--- config.mk ---
export PLATFORM = sky130hd
export DESIGN_NAME = mem_access_unit
export DESIGN_NICKNAME = d
export VERILOG_FILES = /design/src/rtl/mem_access_unit.sv
export SDC_FILE = /design/constraint.sdc
export NUM_CORES = 1
export LEC_CHECK = 0
export CORE_MARGIN = 5
export CORE_UTILIZATION = 65
export DETAILED_ROUTE_END_ITERATION = 8
export HOLD_SLACK_MARGIN = 0.03
export PLACE_DENSITY = 0.89
export SLEW_MARGIN = 25
export SYNTH_ARGS = -nofsm -noshare
export SYNTH_HDL_FRONTEND = slang
export SYNTH_SLANG_ARGS = --single-unit
--- constraint.sdc ---
create_clock -name clk -period 7.9 [get_ports clk]
set_clock_uncertainty 0.2 [all_clocks]
set_input_delay 2.37 -clock clk [delete_from_list [all_inputs] [get_ports clk]]
set_output_delay 2.37 -clock clk [all_outputs]
set_load 0.01 [all_outputs]
--- src/rtl/mem_access_unit.sv ---
`default_nettype none
// ============================================================================
// Module   : mem_access_unit
// Brief    : DEPTH x DATA_W RAM with MAR/MDR, streamed boot preload and
//            wait-stated single-word accesses with busy/done/err handshake.
// Revision : 1.0
// ============================================================================
module mem_access_unit #(
    parameter int DATA_W      = 16,
    parameter int ADDR_W      = 5,
    parameter int DEPTH       = 20,
    parameter int WAIT_CYCLES = 1,
    parameter int BOOT_EN     = 1
) (
    input  logic              clk,
    input  logic              reset,
    input  logic              boot_valid,
    input  logic [DATA_W-1:0] boot_data,
    output logic              boot_done,
    input  logic              ld_mar,
    input  logic [ADDR_W-1:0] mar_in,
    input  logic              ld_mdr_data,
    input  logic [DATA_W-1:0] mdr_in,
    input  logic              rd_mem,
    input  logic              wr_mem,
    output logic [ADDR_W-1:0] mar_out,
    output logic [DATA_W-1:0] mdr_out,
    output logic              busy,
    output logic              done,
    output logic              err
);

    localparam int c_PTR_W = ADDR_W + 1;
    localparam int c_IDX_W = (DEPTH > 1) ? $clog2(DEPTH) : 1;
    localparam logic [c_PTR_W-1:0] c_DEPTH = c_PTR_W'(DEPTH);
    localparam logic [c_PTR_W-1:0] c_LAST  = c_PTR_W'(DEPTH - 1);
    localparam logic [3:0]         c_WAIT  = 4'(WAIT_CYCLES);

    typedef enum logic [1:0] {
        S_BOOT   = 2'd0,
        S_IDLE   = 2'd1,
        S_ACCESS = 2'd2
    } state_t;

    state_t              r_state;
    logic [ADDR_W-1:0]   r_mar;
    logic [ADDR_W-1:0]   r_addr;
    logic [DATA_W-1:0]   r_mdr;
    logic                r_busy;
    logic                r_done;
    logic                r_err;
    logic                r_boot_done;
    logic                r_is_wr;
    logic [c_PTR_W-1:0]  r_boot_ptr;
    logic [3:0]          r_cnt;
    logic [DATA_W-1:0]   r_mem [DEPTH];

    logic                w_in_range;
    logic                w_boot_wr;
    logic                w_commit;
    logic                w_acc_wr;
    logic                w_we;
    logic [c_IDX_W-1:0]  w_waddr;
    logic [DATA_W-1:0]   w_wdata;
    logic [DATA_W-1:0]   w_rd_data;

    assign w_in_range = ({1'b0, r_addr} < c_DEPTH);
    assign w_boot_wr  = (r_state == S_BOOT) && boot_valid;
    assign w_commit   = (r_state == S_ACCESS) && (r_cnt == 4'd0);
    assign w_acc_wr   = w_commit && r_is_wr && w_in_range;
    assign w_rd_data  = w_in_range ? r_mem[r_addr[c_IDX_W-1:0]] : '0;

    // Single RAM write port shared by boot preload and committed writes;
    // gating with reset makes a reset on the commit edge abort the write.
    always_comb begin
        w_we    = 1'b0;
        w_waddr = r_boot_ptr[c_IDX_W-1:0];
        w_wdata = boot_data;
        if (w_boot_wr) begin
            w_we = !reset;
        end else if (w_acc_wr) begin
            w_we    = !reset;
            w_waddr = r_addr[c_IDX_W-1:0];
            w_wdata = r_mdr;
        end
    end

    always_ff @(posedge clk) begin
        if (w_we) begin
            r_mem[w_waddr] <= w_wdata;
        end
    end

    always_ff @(posedge clk) begin
        if (reset) begin
            r_state     <= (BOOT_EN != 0) ? S_BOOT : S_IDLE;
            r_boot_done <= (BOOT_EN == 0);
            r_mar       <= '0;
            r_addr      <= '0;
            r_mdr       <= '0;
            r_busy      <= 1'b0;
            r_done      <= 1'b0;
            r_err       <= 1'b0;
            r_is_wr     <= 1'b0;
            r_boot_ptr  <= '0;
            r_cnt       <= '0;
        end else begin
            r_done <= 1'b0;
            r_err  <= 1'b0;
            case (r_state)
                S_BOOT: begin
                    if (w_boot_wr) begin
                        r_boot_ptr <= r_boot_ptr + 1'b1;
                        if (r_boot_ptr == c_LAST) begin
                            r_boot_done <= 1'b1;
                            r_state     <= S_IDLE;
                        end
                    end
                end
                S_IDLE: begin
                    if (ld_mar) begin
                        r_mar <= mar_in;
                    end
                    if (ld_mdr_data) begin
                        r_mdr <= mdr_in;
                    end
                    if (rd_mem && wr_mem) begin
                        r_done <= 1'b1;
                        r_err  <= 1'b1;
                    end else if (rd_mem || wr_mem) begin
                        r_state <= S_ACCESS;
                        r_busy  <= 1'b1;
                        r_cnt   <= c_WAIT;
                        r_is_wr <= wr_mem;
                        r_addr  <= ld_mar ? mar_in : r_mar;
                    end
                end
                S_ACCESS: begin
                    if (r_cnt != 4'd0) begin
                        r_cnt <= r_cnt - 4'd1;
                    end else begin
                        r_state <= S_IDLE;
                        r_busy  <= 1'b0;
                        r_done  <= 1'b1;
                        r_err   <= !w_in_range;
                        if (!r_is_wr) begin
                            r_mdr <= w_rd_data;
                        end
                    end
                end
                default: begin
                    r_state <= S_IDLE;
                end
            endcase
        end
    end

    assign boot_done = r_boot_done;
    assign mar_out   = r_mar;
    assign mdr_out   = r_mdr;
    assign busy      = r_busy;
    assign done      = r_done;
    assign err       = r_err;

endmodule
`default_nettype wire

* Word level (Yosys, flattened, before mapping) *
Memory sizes are Yosys's and may differ from the RTL's. A register that Yosys moved wholly into a read port is not among the register bits.
Index checks and enable logic that the tools add are counted.
Widths: inputs -> output; s select.

storage, ports and cells
  bits in registers = 43
  memory bits (writable) = 320
  bits of input ports = 44
  output and inout port bits = 25
  logic and storage cells = 81
  memories = 1

cells by class
  $add $sub $neg = 2
  magnitude comparators = 1
  eq/ne operators = 11
  mux-type cells = 35
  bitwise operators = 1
  reduce and logical (&&, ||, !) cells = 19

memory list
  memory  depth  width  read ports  clocked after memory_dff  wr ports  line  RTL
  r_mem   20     16     1           1                         1         56    logic [DATA_W-1:0] r_mem [DEPTH];

operator list
  kind                 number
  $mux 16              6
  $pmux 16 s2          1
  $mux 5               5
  $mux 4               3
  $ne 2x2->1 const B   6
  $reduce_and 4->1     3
  $mux 1               10
  $mux 2               5
  $pmux 4 s2           1
  $add 6x1->6 const B  1
  $eq 6x5->1 const B   1
  $pmux 1 s2           3
  $pmux 2 s3           1
  $reduce_and 3->1     2
  $logic_and 1x1->1    5
  $lt 5x5->1 const B   1
  $reduce_and 5->1     1
  $logic_not 4->1      1
  $ne 2x1->1 const B   2
  $reduce_bool 4->1    1
  $sub 4x1->4 const B  1
  $eq 2x1->1 const B   1
  $eq 2x2->1 const B   1
  $logic_not 1->1      2
  5 further kinds      5

* Longest topological paths before layout *
Gate-level depths: netlist (run 1).

  depth in word-level cells = 8
  mapped depth = 8
  gate-level depth less buffers = 6

* Worst setup path after synthesis (run 1) *
Ideal clock, no wire load.

  path kind = input to register
  start = input boot_valid
  end = memory r_mem[11][0], enable pin
  setup time = 0.430 ns
  data arrival time = 4.822 ns
  required time = 7.270 ns
  slack = 2.448 ns
  stages on the path = 6
  path buffers = 2
  path through = and2_1 clkbuf_1 nand2_1 a21o_1 clkbuf_1 nor4_1

on the way
  word-level cells in the longest chain between the ends = 4
  elaborated cells between the ends (all ways) = 5
  classes of those cells = mux: 4; reduce/logical: 1

RTL lines
  what                          line  RTL
  start, declared               17    input logic boot_valid,
  $logic_and 1x1->1 *           68    assign w_boot_wr = (r_state == S_BOOT) && boot_valid;
  $mux 1                        79    if (w_boot_wr) begin
  $mux 1                        89    if (w_we) begin
  $mux 1 (implied by the code)  90    r_mem[w_waddr] <= w_wdata;
  end, declared                 56

Mark *: on every way between the ends. The rest lies on a longest branch, timed or not.

* Worst setup path in the final report (run 1) *
  start = input boot_valid
  end = memory r_mem[0][4], enable pin

The elaborated chain is that of the path after synthesis.

==> key figures, run 1 <==
Worst setup path
  • Worst setup EP type: flip-flop
  • Worst EP arrival: 5.15 ns
  • Critical path type: input pin to flip-flop
  • Crit Path Max Fanout: 25
  • Req. time, crit path: 7.83 ns
  • Critical Path Start Type: input pin

Detailed routing
  • Vias: roughly 8700
  • Pre-Repair DR Iteration Count: 5
  • Remaining antenna violation count: 0
  • First-iteration detailed-routing DRC count: 1057
  • Routed WL per cell: 29.9 microns
  • Via density: 7.08
  • DRC Markers: 0
  • Routed Wire Length: 36900 microns

Global route
  • Grt ovf: 0
  • Initial antenna violation count: 1
  • GRT Util Overall: 0.285
  • Vias in the first global route: 8938
  • Pin count of the biggest net entering global routing: 76
  • First-pass GRT wire length: 55300 microns

Pwr
  • Combinational share of power: 0.027
  • P_int: 3.17 mW
  • VDD IR max: 198 uV
  • Leakage Power: 5.38 nW
  • Sequential power share: 0.536
  • Switch Pwr: 794 uW
  • PD cells: ~230 nW/um^2
  • Sw Share: 0.200
  • Clock power share: 0.437

Clocking
  • Clock sink total: 368
  • Hold_buf cts: 0
  • Num CTS Buffers: 37
  • Post-CTS Setup Repair Bufs: 0
  • Clk Latency, worst-skew pair: 0.53 ns
  • CTS tree: yes
  • CTS resizes: 0
  • Htree depth: 2
  • CTS clk-pin slew, worst paths: ~0.060 ns
  • Clk root buf: clkbuf_16
  • Max Root-Sink Buffers: 3

STA
  • Fin crit share: 0.661
  • RSZ-0062 raised after global routing: false
  • Final setup viols: 0
  • Slew HR: 0.312
  • Fin. Hold Viols: 0
  • Final Max Slew Viols: 0
  • Final Critical Period: 5.22 ns
  • Top achievable clock speed: 192 MHz
  • Actual slew at the worst max-slew pin: about 1 ns
  • Final TNS setup: 0 ns

Run status
  • Status: completed

Placement
  • PortBufs: 68
  • Hpwl dp: 21500 microns
  • Gpl congestion: 0.838
  • Post-DP Area: 16100 sq um

Final layout
  • Nets: 971
  • Layout cell share with drive strength beyond 1: 0.216
  • Layout fillers: 1166
  • Ant diodes: 0
  • Fin area: 17300 sq um
  • Syn-to-layout area delta: 15.0%

Worst hold path
  • Worst min path class: flip-flop to flip-flop

Run
  • Max-cap violation count: 0

Synth
  • Cell Area, Synth: 15100 sq um
  • Synth Flop Type: edfxtp_1
  • Mean Syn Cell Area: between 15 and 20 sq um
  • Ys Warns: 0
  • FFs w/ async S/R, synth: 0
  • #FFs+latches synth: ~370
  • Mapped Nets: approximately 900
  • Cells after synthesis: about 850
  • Distinct cell type count after synthesis: 57
  • EDFF count, synth: 320
  • Sequential share of the synthesized area: 0.702

Die
  • Die W: 162 microns
  • Core area: 22700 sq um
  • IO Count: slightly below 70
  • Row count: 55
  • Die height: around 160 microns
  • Die area: 26300 sq um
  • Initial Utilization: 0.663
## flip-flops by register name, indices dropped and copies added, names as in the netlist, named ones only
name	cells
r_cnt	4
mar_out	5
r_boot_ptr	6
boot_done	1
r_addr	5
done	1
busy	1
r_state	2
err	1
r_is_wr	1
r_mem	320
mdr_out	16
## cell type report
cell class	instances	area (sq um)	share of cell area
Sequential cell	368	10600	0.611
Multi-Input combinational cell	412	4280	0.247
Clock buffer	43	970	0.0560
Timing Repair Buffer	92	865	0.0499
Tap cell	285	357	0.0206
Clock inverter	23	231	0.0134
Inverter	9	33.8	0.00195
## worst max-delay path, cell delays in order
cell,delay (ns)
clkdlybuf4s50_1,0.48
nand2_1,0.20
nand4_4,0.54
o31a_1,0.73
nor3_4,0.81
## cells in the final DEF (no fill, tap or decap), types with 4 or more instances in the layout
cell type / n
a22o_1: 16
clkdlybuf4s50_1: 68
edfxtp_1: 320
nand2b_1: 17
clkbuf_16: 38
o21bai_1: 16
clkinv_1: 12
a211oi_1: 20
buf_4: 23
dfxtp_1: 46
o21ai_1: 6
a21oi_1: 9
clkbuf_1: 5
nor3_2: 9
nand2_1: 14
mux2_2: 17
mux2i_1: 44
nor2_1: 21
mux4_2: 64
a221oi_1: 17
nor2b_1: 23
nor4_2: 21
o21ai_0: 16
a311oi_1: 16
xor2_1: 6
bufinv_16: 4
nand3_1: 7
inv_1: 8
ha_1: 6
## metrics by stage
stage | instances | hold slack [ns] | total power, mW | utilization | worst slack (ns)
after floorplan | 845 | 0.249 | 2.21 | - | 2.45
after global placement | 1166 | 0.259 | 2.26 | 0.708 | 2.07
after detailed placement | 1166 | 0.265 | 2.27 | 0.709 | 2.30
after CTS | 1232 | 0.276 | 3.97 | 0.762 | 2.72
after global routing | 1232 | 0.295 | 4.07 | 0.762 | 2.58
final | 1232 | 0.273 | 3.97 | 0.762 | 2.68
## power by group through the flow
stage                     Sequential (mW)  Combinational (mW)  Clock, mW
final                                2.12               0.108       1.73
after global routing                 2.12               0.113       1.83
after CTS                            2.12               0.105       1.74
after detailed placement             2.17               0.102          0
after global placement               2.16              0.0957          0
after floorplan                      2.16              0.0485          0
## cells in the mapped netlist, drive strengths merged (21+ instances only)
master	n	area (sq um)
a211oi	21	163
buf	27	218
clkbuf	29	109
dfxtp	48	961
edfxtp	320	9610
mux2i	46	460
mux4	64	1440
nor2	22	90.1
nor2b	24	150
nor4	24	231
o21ai	23	126
## kinds of logic (layout without fill, tap and decap cells)
family | after synthesis | after routing | share of synthesized area
XOR/XNOR | 7 | 7 | 0.00407
AND/OR/NAND/NOR | 139 | 139 | 0.0588
adder cells (fa/ha/maj) | 7 | 7 | 0.00581
AO/OA/AOI/OAI | 132 | 132 | 0.0666
buffers and inverters | 65 | 167 | 0.0239
multiplexers | 127 | 127 | 0.139
flip-flops | 368 | 368 | 0.702
## layer usage
metal / global-route usage / routed length, microns
met1: 0.394 / 13500
met2: 0.449 / 17600
met3: 0.0650 / 4280
met4: 0.118 / 1510
met5: 0 / 15
## final timing paths
check | from | cells after the start | slack, ns | to
worst max register to register | r_addr[2] | 4 | 3.99 | r_mem[0][4]
worst min-delay path | mar_out[1] | 2 | 0.27 | mar_out[1]
worst min register to register | mar_out[1] | 2 | 0.27 | mar_out[1]
worst max-delay path | boot_valid | 5 | 2.68 | r_mem[0][4]
Power figures use the tool's default switching activity.
==> run 2, diff against run 1 <==
--- a/config.mk
+++ b/config.mk
@@ -6,10 +6,10 @@
 export NUM_CORES = 1
 export LEC_CHECK = 0
 export CORE_MARGIN = 5
-export CORE_UTILIZATION = 65
+export CORE_UTILIZATION = 54
 export DETAILED_ROUTE_END_ITERATION = 8
 export HOLD_SLACK_MARGIN = 0.03
-export PLACE_DENSITY = 0.89
+export PLACE_DENSITY = 0.79
 export SLEW_MARGIN = 25
 export SYNTH_ARGS = -nofsm -noshare
 export SYNTH_HDL_FRONTEND = slang
==> constraint.sdc (replaced) <==
create_clock -name clk -period 4.2 [get_ports clk]
set_clock_uncertainty 0.2 [all_clocks]
set_input_delay 1.26 -clock clk [delete_from_list [all_inputs] [get_ports clk]]
set_output_delay 1.26 -clock clk [all_outputs]
set_load 0.01 [all_outputs]
==> key figures, run 2 (synthesis gave the netlist of run 1 again) <==
Run status
  • Status: completed

Clocking
  • Num CTS Buffers: 36 (-2.7%)
  • Clk root buf: clkbuf_16
  • CTS tree: yes
  • Htree depth: 2 (unchanged)
  • Post-CTS Setup Repair Bufs: 0 (unchanged)
  • Clk Latency, worst-skew pair: 0.51 ns (-0.02 ns)
  • Hold_buf cts: 0 (unchanged)
  • Max Root-Sink Buffers: 3 (unchanged)
  • Clock sink total: 368 (unchanged)
  • CTS resizes: 0 (unchanged)
  • CTS clk-pin slew, worst paths: 0.06 ns (about the same)

Global route
  • Grt ovf: 0 (unchanged)
  • Initial antenna violation count: 4 (+3)
  • Pin count of the biggest net entering global routing: 49 (-36%)
  • Vias in the first global route: 8599 (-3.8%)
  • GRT Util Overall: 0.227 (-0.0582)
  • First-pass GRT wire length: 53500 microns (-3.2%)

Final layout
  • Most frequent cells in the layout: 320 x edfxtp_1, 68 x clkdlybuf4s50_1, 64 x mux4_2
  • Non-filler cells, final: 1342 (+8.9%)
  • Top reg by flops: r_mem
  • Layout fillers: 1889 (+62%)
  • Most common cell after layout, fill and taps aside: edfxtp_1
  • Nets: 990 (+2.0%)
  • Syn-to-layout area delta: 16.6%
  • Max FFs per register: 320 (unchanged)
  • Fin area: 17600 sq um (+1.5%)
  • Ant diodes: 0 (unchanged)
  • Layout cell share with drive strength beyond 1: 0.229 (+0.0128)

Die
  • Die area: 31300 sq um (+19%)
  • IO Count: 69 (unchanged)
  • Row count: 61 (+11%)
  • Initial Utilization: 0.545 (-0.118)
  • Core area: 27600 sq um (+22%)
  • Die height: 177 microns (+9.1%)
  • Die W: 177 microns (+9.1%)

STA
  • Fin crit share: 0.849
  • Actual slew at the worst max-slew pin: 1.03 ns (+0.0233 ns)
  • Final setup viols: 0 (unchanged)
  • RSZ-0062 raised after global routing: false
  • Top achievable clock speed: between 200 and 300 MHz
  • Fin. Hold Viols: 0 (unchanged)
  • Final Max Slew Viols: 0 (unchanged)
  • Final Critical Period: around 3.6 ns
  • Slew HR: 0.315 (+0.00267)

Pwr
  • Clock power share: 0.431 (-0.006)
  • Sequential power share: 0.542 (+0.006)
  • PD cells: 420 nW/um^2 (+83%)
  • Sw Share: 0.191 (-0.00902)
  • VDD IR max: 370 uV (+88%)
  • Power, Total: 7.38 mW (+86%)
  • Combinational share of power: 0.027 (about the same)
  • Leakage Power: 5.47 nW (+1.6%)
  • P_int: 5.97 mW (+88%)
  • Switch Pwr: 1.41 mW (+78%)

Detailed routing
  • Pre-Repair DR Iteration Count: 6 (+1)
  • Remaining antenna violation count: 0 (unchanged)
  • DRC Markers: 0 (unchanged)
  • First-iteration detailed-routing DRC count: 1058 (+0.095%)
  • Via density: 6.31 (-11%)
  • Routed WL per cell: 26.3 microns (-12%)
  • Routed Wire Length: 35300 microns (-4.4%)
  • Vias: 8464 (-3.0%)

Worst setup path
  • Worst EP arrival: 3.54 ns (-1.61 ns)
  • Req. time, crit path: 4.18 ns (-3.65 ns)
  • Critical Path Start Type: input pin
  • Critical path type: input pin to flip-flop
  • Crit Path Max Fanout: 16 (-36%)
  • Worst setup EP type: flip-flop

Placement
  • Hpwl dp: 22500 microns (+5.0%)
  • Post-DP Area: 16400 sq um (+1.8%)
  • Placed Cells: 1279 (+9.7%)
  • Gpl congestion: 0.863 (+3.1%)
  • PortBufs: 68 (unchanged)

Run
  • Max-cap violation count: 0 (unchanged)

Worst hold path
  • Worst min path class: flip-flop to flip-flop
==> run 2: cell types whose count changed in the layout (fill, tap and decap cells not counted), sizes merged <==
cell,delta
buf,+20
clkbuf,+5
clkinvlp,-2
clkinv,-5
inv,-1
==> run 2: power by group through the flow <==
stage | clock, mW | combinational (mW) | sequential (mW)
2_1_floorplan | 0 | 0.0922 | 4.07
3_3_place_gp | 0 | 0.189 | 4.07
3_5_place_dp | 0 | 0.195 | 4.07
4_1_cts | 3.22 | 0.198 | 3.99
5_1_grt | 3.39 | 0.214 | 3.99
6_report | 3.18 | 0.200 | 4.00
==> run 2: per-stage QoR <==
step | util | setup slack (ns) | hold WS [ns] | setup TNS, ns
2_1_floorplan | - | -0.142 | 0.249 | -8.93
3_3_place_gp | 0.594 | 0.248 | 0.258 | 0
3_5_place_dp | 0.594 | 0.118 | 0.270 | 0
4_1_cts | 0.636 | 0.611 | 0.278 | 0
5_1_grt | 0.636 | 0.529 | 0.302 | 0
6_report | 0.636 | 0.635 | 0.277 | 0
==> run 2: area by class of cell <==
cell class	count	area, sq um	share of cell area
tap	378	473	0.0269
clock inverter	15	164	0.00933
inverter	9	33.8	0.00192
timing repair buffer	112	1040	0.0590
sequential	368	10600	0.602
clock buffer	48	997	0.0568
multi-input combinational	412	4290	0.244
==> run 2: critical path: stages <==
cell and delay, ns:
clkdlybuf4s50_1 0.46, nand2_1 0.20, nand4_4 0.17, buf_4 0.22, o31a_1 0.51, nor4_4 0.38, buf_4 0.32
==> run 2: layer usage <==
| layer | vias up | part of all wire | global-route usage |
|---|---|---|---|
| li1 | 3625 | - | - |
| met1 | 4281 | 0.40 | 0.325 |
| met2 | 488 | 0.47 | 0.358 |
| met3 | 66 | 0.11 | 0.0560 |
| met4 | 4 | 0.021 | 0.0571 |
| met5 | - | 0.00062 | 0 |
==> run 2: worst paths after layout <==
kind              start            to  slack, ns  cells after the start
max reg2reg   r_addr[3]  r_mem[10][4]       1.08                      7
max          boot_valid  r_mem[10][4]       0.64                      7
min          mar_out[2]    mar_out[2]       0.28                      2
min reg2reg  mar_out[2]    mar_out[2]       0.28                      2
==> run 3, diff against run 2 <==
--- a/config.mk
+++ b/config.mk
@@ -6,10 +6,10 @@
 export NUM_CORES = 1
 export LEC_CHECK = 0
 export CORE_MARGIN = 5
-export CORE_UTILIZATION = 54
+export CORE_UTILIZATION = 60
 export DETAILED_ROUTE_END_ITERATION = 8
 export HOLD_SLACK_MARGIN = 0.03
-export PLACE_DENSITY = 0.79
+export PLACE_DENSITY = 0.83
 export SLEW_MARGIN = 25
 export SYNTH_ARGS = -nofsm -noshare
 export SYNTH_HDL_FRONTEND = slang
==> constraint.sdc (replaced) <==
create_clock -name clk -period 3.4 [get_ports clk]
set_clock_uncertainty 0.2 [all_clocks]
set_input_delay 1.02 -clock clk [delete_from_list [all_inputs] [get_ports clk]]
set_output_delay 1.02 -clock clk [all_outputs]
set_load 0.01 [all_outputs]
==> key figures, run 3 (synthesis gave the netlist of run 1 again) <==
Run status
  • Status: completed

Clocking
  • CTS clk-pin slew, worst paths: 0.06 ns (about the same)
  • CTS tree: yes
  • CTS resizes: 0 (unchanged)
  • Post-CTS Setup Repair Bufs: 0 (unchanged)
  • Num CTS Buffers: 37 (+2.8%)
  • Max Root-Sink Buffers: 3 (unchanged)
  • Clk Latency, worst-skew pair: 0.53 ns (+0.02 ns)
  • Hold_buf cts: 0 (unchanged)
  • Htree depth: 2 (unchanged)
  • Clk root buf: clkbuf_16
  • Clock sink total: 368 (unchanged)

Global route
  • Pin count of the biggest net entering global routing: 51 (+4.1%)
  • Grt ovf: 0 (unchanged)
  • Initial antenna violation count: 0 (-4)
  • Vias in the first global route: 8781 (+2.1%)
  • First-pass GRT wire length: 54600 microns (+2.1%)
  • GRT Util Overall: 0.258 (+0.0309)

Final layout
  • Max FFs per register: 320 (unchanged)
  • Most frequent cells in the layout: 320 x edfxtp_1, 68 x clkdlybuf4s50_1, 64 x mux4_2
  • Final Core Density: 0.719 (+0.0835)
  • Ant diodes: 0 (unchanged)
  • Layout cell share with drive strength beyond 1: 0.242 (+0.0131)
  • Most common cell after layout, fill and taps aside: edfxtp_1
  • Nets: 1004 (+1.4%)
  • Top reg by flops: r_mem
  • Syn-to-layout area delta: 19.2%
  • Fin area: 18000 sq um (+2.2%)

Worst setup path
  • Worst EP arrival: 3.15 ns (-0.39 ns)
  • Req. time, crit path: 3.47 ns (-0.71 ns)
  • Critical Path Start Type: input pin
  • Critical path type: input pin to flip-flop
  • Worst setup EP type: flip-flop
  • Crit Path Max Fanout: 8 (-8)
  • Cell breakdown of the critical path: clkdlybuf4s50_1, nand2_1, nand4_4, buf_4, mux2i_1, nor3_2, buf_4
  • Max incr delay on CP: 0.69 ns (+0.18 ns)
  • Most Frequent Cell on Critical Path: buf_4
  • Slowest CP cell: mux2i_1

Detailed routing
  • First-iteration detailed-routing DRC count: 899 (-15%)
  • Met1 WL: 13900 microns (-1.9%)
  • Routed WL per cell: 27.7 microns (+5.3%)
  • Via density: 6.57 (+4.2%)
  • Met2 wire length: 17600 microns (+6.2%)
  • Pre-Repair DR Iteration Count: 5 (-1)
  • Routed Wire Length: 36300 microns (+2.9%)
  • Uppermost routed layer: met4
  • Remaining antenna violation count: 0 (unchanged)
  • Met3 WL: 3430 microns (-8.8%)
  • DRC Markers: 0 (unchanged)
  • Vias: 8623 (+1.9%)

Placement
  • PortBufs: 68 (unchanged)
  • Gpl congestion: 0.893 (+3.4%)
  • Post-DP Area: 16700 sq um (+1.5%)
  • Hpwl dp: 23100 microns (+2.3%)

Pwr
  • VDD IR max: 452 uV (+22%)
  • PD cells: 529 nW/um^2 (+26%)
  • Leakage Power: 5.67 nW (+3.6%)

STA
  • Final Max Slew Viols: 0 (unchanged)
  • Final Critical Period: ~3 ns
  • Fin. Hold Viols: 0 (unchanged)
  • Actual slew at the worst max-slew pin: 0.933 ns (-0.0928 ns)
  • Final setup viols: 0 (unchanged)
  • Fin crit share: 0.906
  • Top achievable clock speed: 325 MHz
  • RSZ-0062 raised after global routing: false
  • Slew HR: 0.360 (+0.0450)

Die
  • Core area: 25000 sq um (-9.6%)
  • Initial Utilization: 0.603 (+0.0582)
  • Die area: 28400 sq um (-9.4%)
  • Die height: 168 microns (-4.8%)
  • Row count: 58 (-4.9%)
  • Die W: 168 microns (-4.8%)
  • IO Count: 69 (unchanged)

Worst hold path
  • Worst min path class: flip-flop to flip-flop

Run
  • Max-cap violation count: 0 (unchanged)
-- run 3: cell count changes in the layout (fill, tap and decap cells not counted), sizes merged --
cell | before | now
buf | 44 | 57
inv | 9 | 10
clkinv | 11 | 8
bufinv | 4 | 7
clkbuf | 48 | 52
-- run 3: area by class of cell --
class                      instances  area [sq um]
clock inverter                    16           275
inverter                           9          33.8
clock buffer                      52          1020
multi-input combinational        412          4330
tap                              330           413
fill                            1478          7010
sequential                       368         10600
timing repair buffer             125          1310
-- run 3: report_power, final --
| part | internal (mW) | leakage [nW] | switching (mW) |
|---|---|---|---|
| Combinational | 0.101 | 1.77 | 0.159 |
| Sequential | 4.93 | 3.27 | 0.0107 |
| Clock | 2.65 | 0.628 | 1.65 |
| Total | 7.68 | 5.67 | 1.82 |
-- run 3: final timing paths --
kind	startpoint	endpoint	slack [ns]	cells after the start
min reg2reg	mar_out[0]	mar_out[0]	0.28	2
max reg2reg	r_addr[3]	r_mem[3][1]	0.53	6
max	boot_valid	r_mem[3][1]	0.32	7
min	mar_out[0]	mar_out[0]	0.28	2
-- run 3: layer usage --
layer / vias to the layer above / GRT usage
li1: 3674 / -
met1: 4381 / 0.359
met2: 487 / 0.412
met3: 81 / 0.0519
met4: 0 / 0.0967
met5: - / 0
-- run 3: stage by stage --
stage / total power [mW] / hold WS, ns / setup WS (ns) / instances / setup TNS [ns]
after floorplan: 5.15 / 0.249 / -0.241 / 845 / -34.18
after global placement: 5.28 / 0.259 / -0.117 / 1244 / -21.07
after detailed placement: 5.28 / 0.270 / -0.174 / 1244 / -36.37
after CTS: 9.56 / 0.279 / 0.343 / 1312 / 0
after global routing: 9.79 / 0.317 / 0.223 / 1312 / 0
final: 9.50 / 0.276 / 0.320 / 1312 / 0
-- run 3: critical path, delay by kind of cell --
family | cells | cell delay, ns
AND/OR/NAND/NOR | 3 | 0.46
buffers and inverters | 3 | 0.97
multiplexers | 1 | 0.69
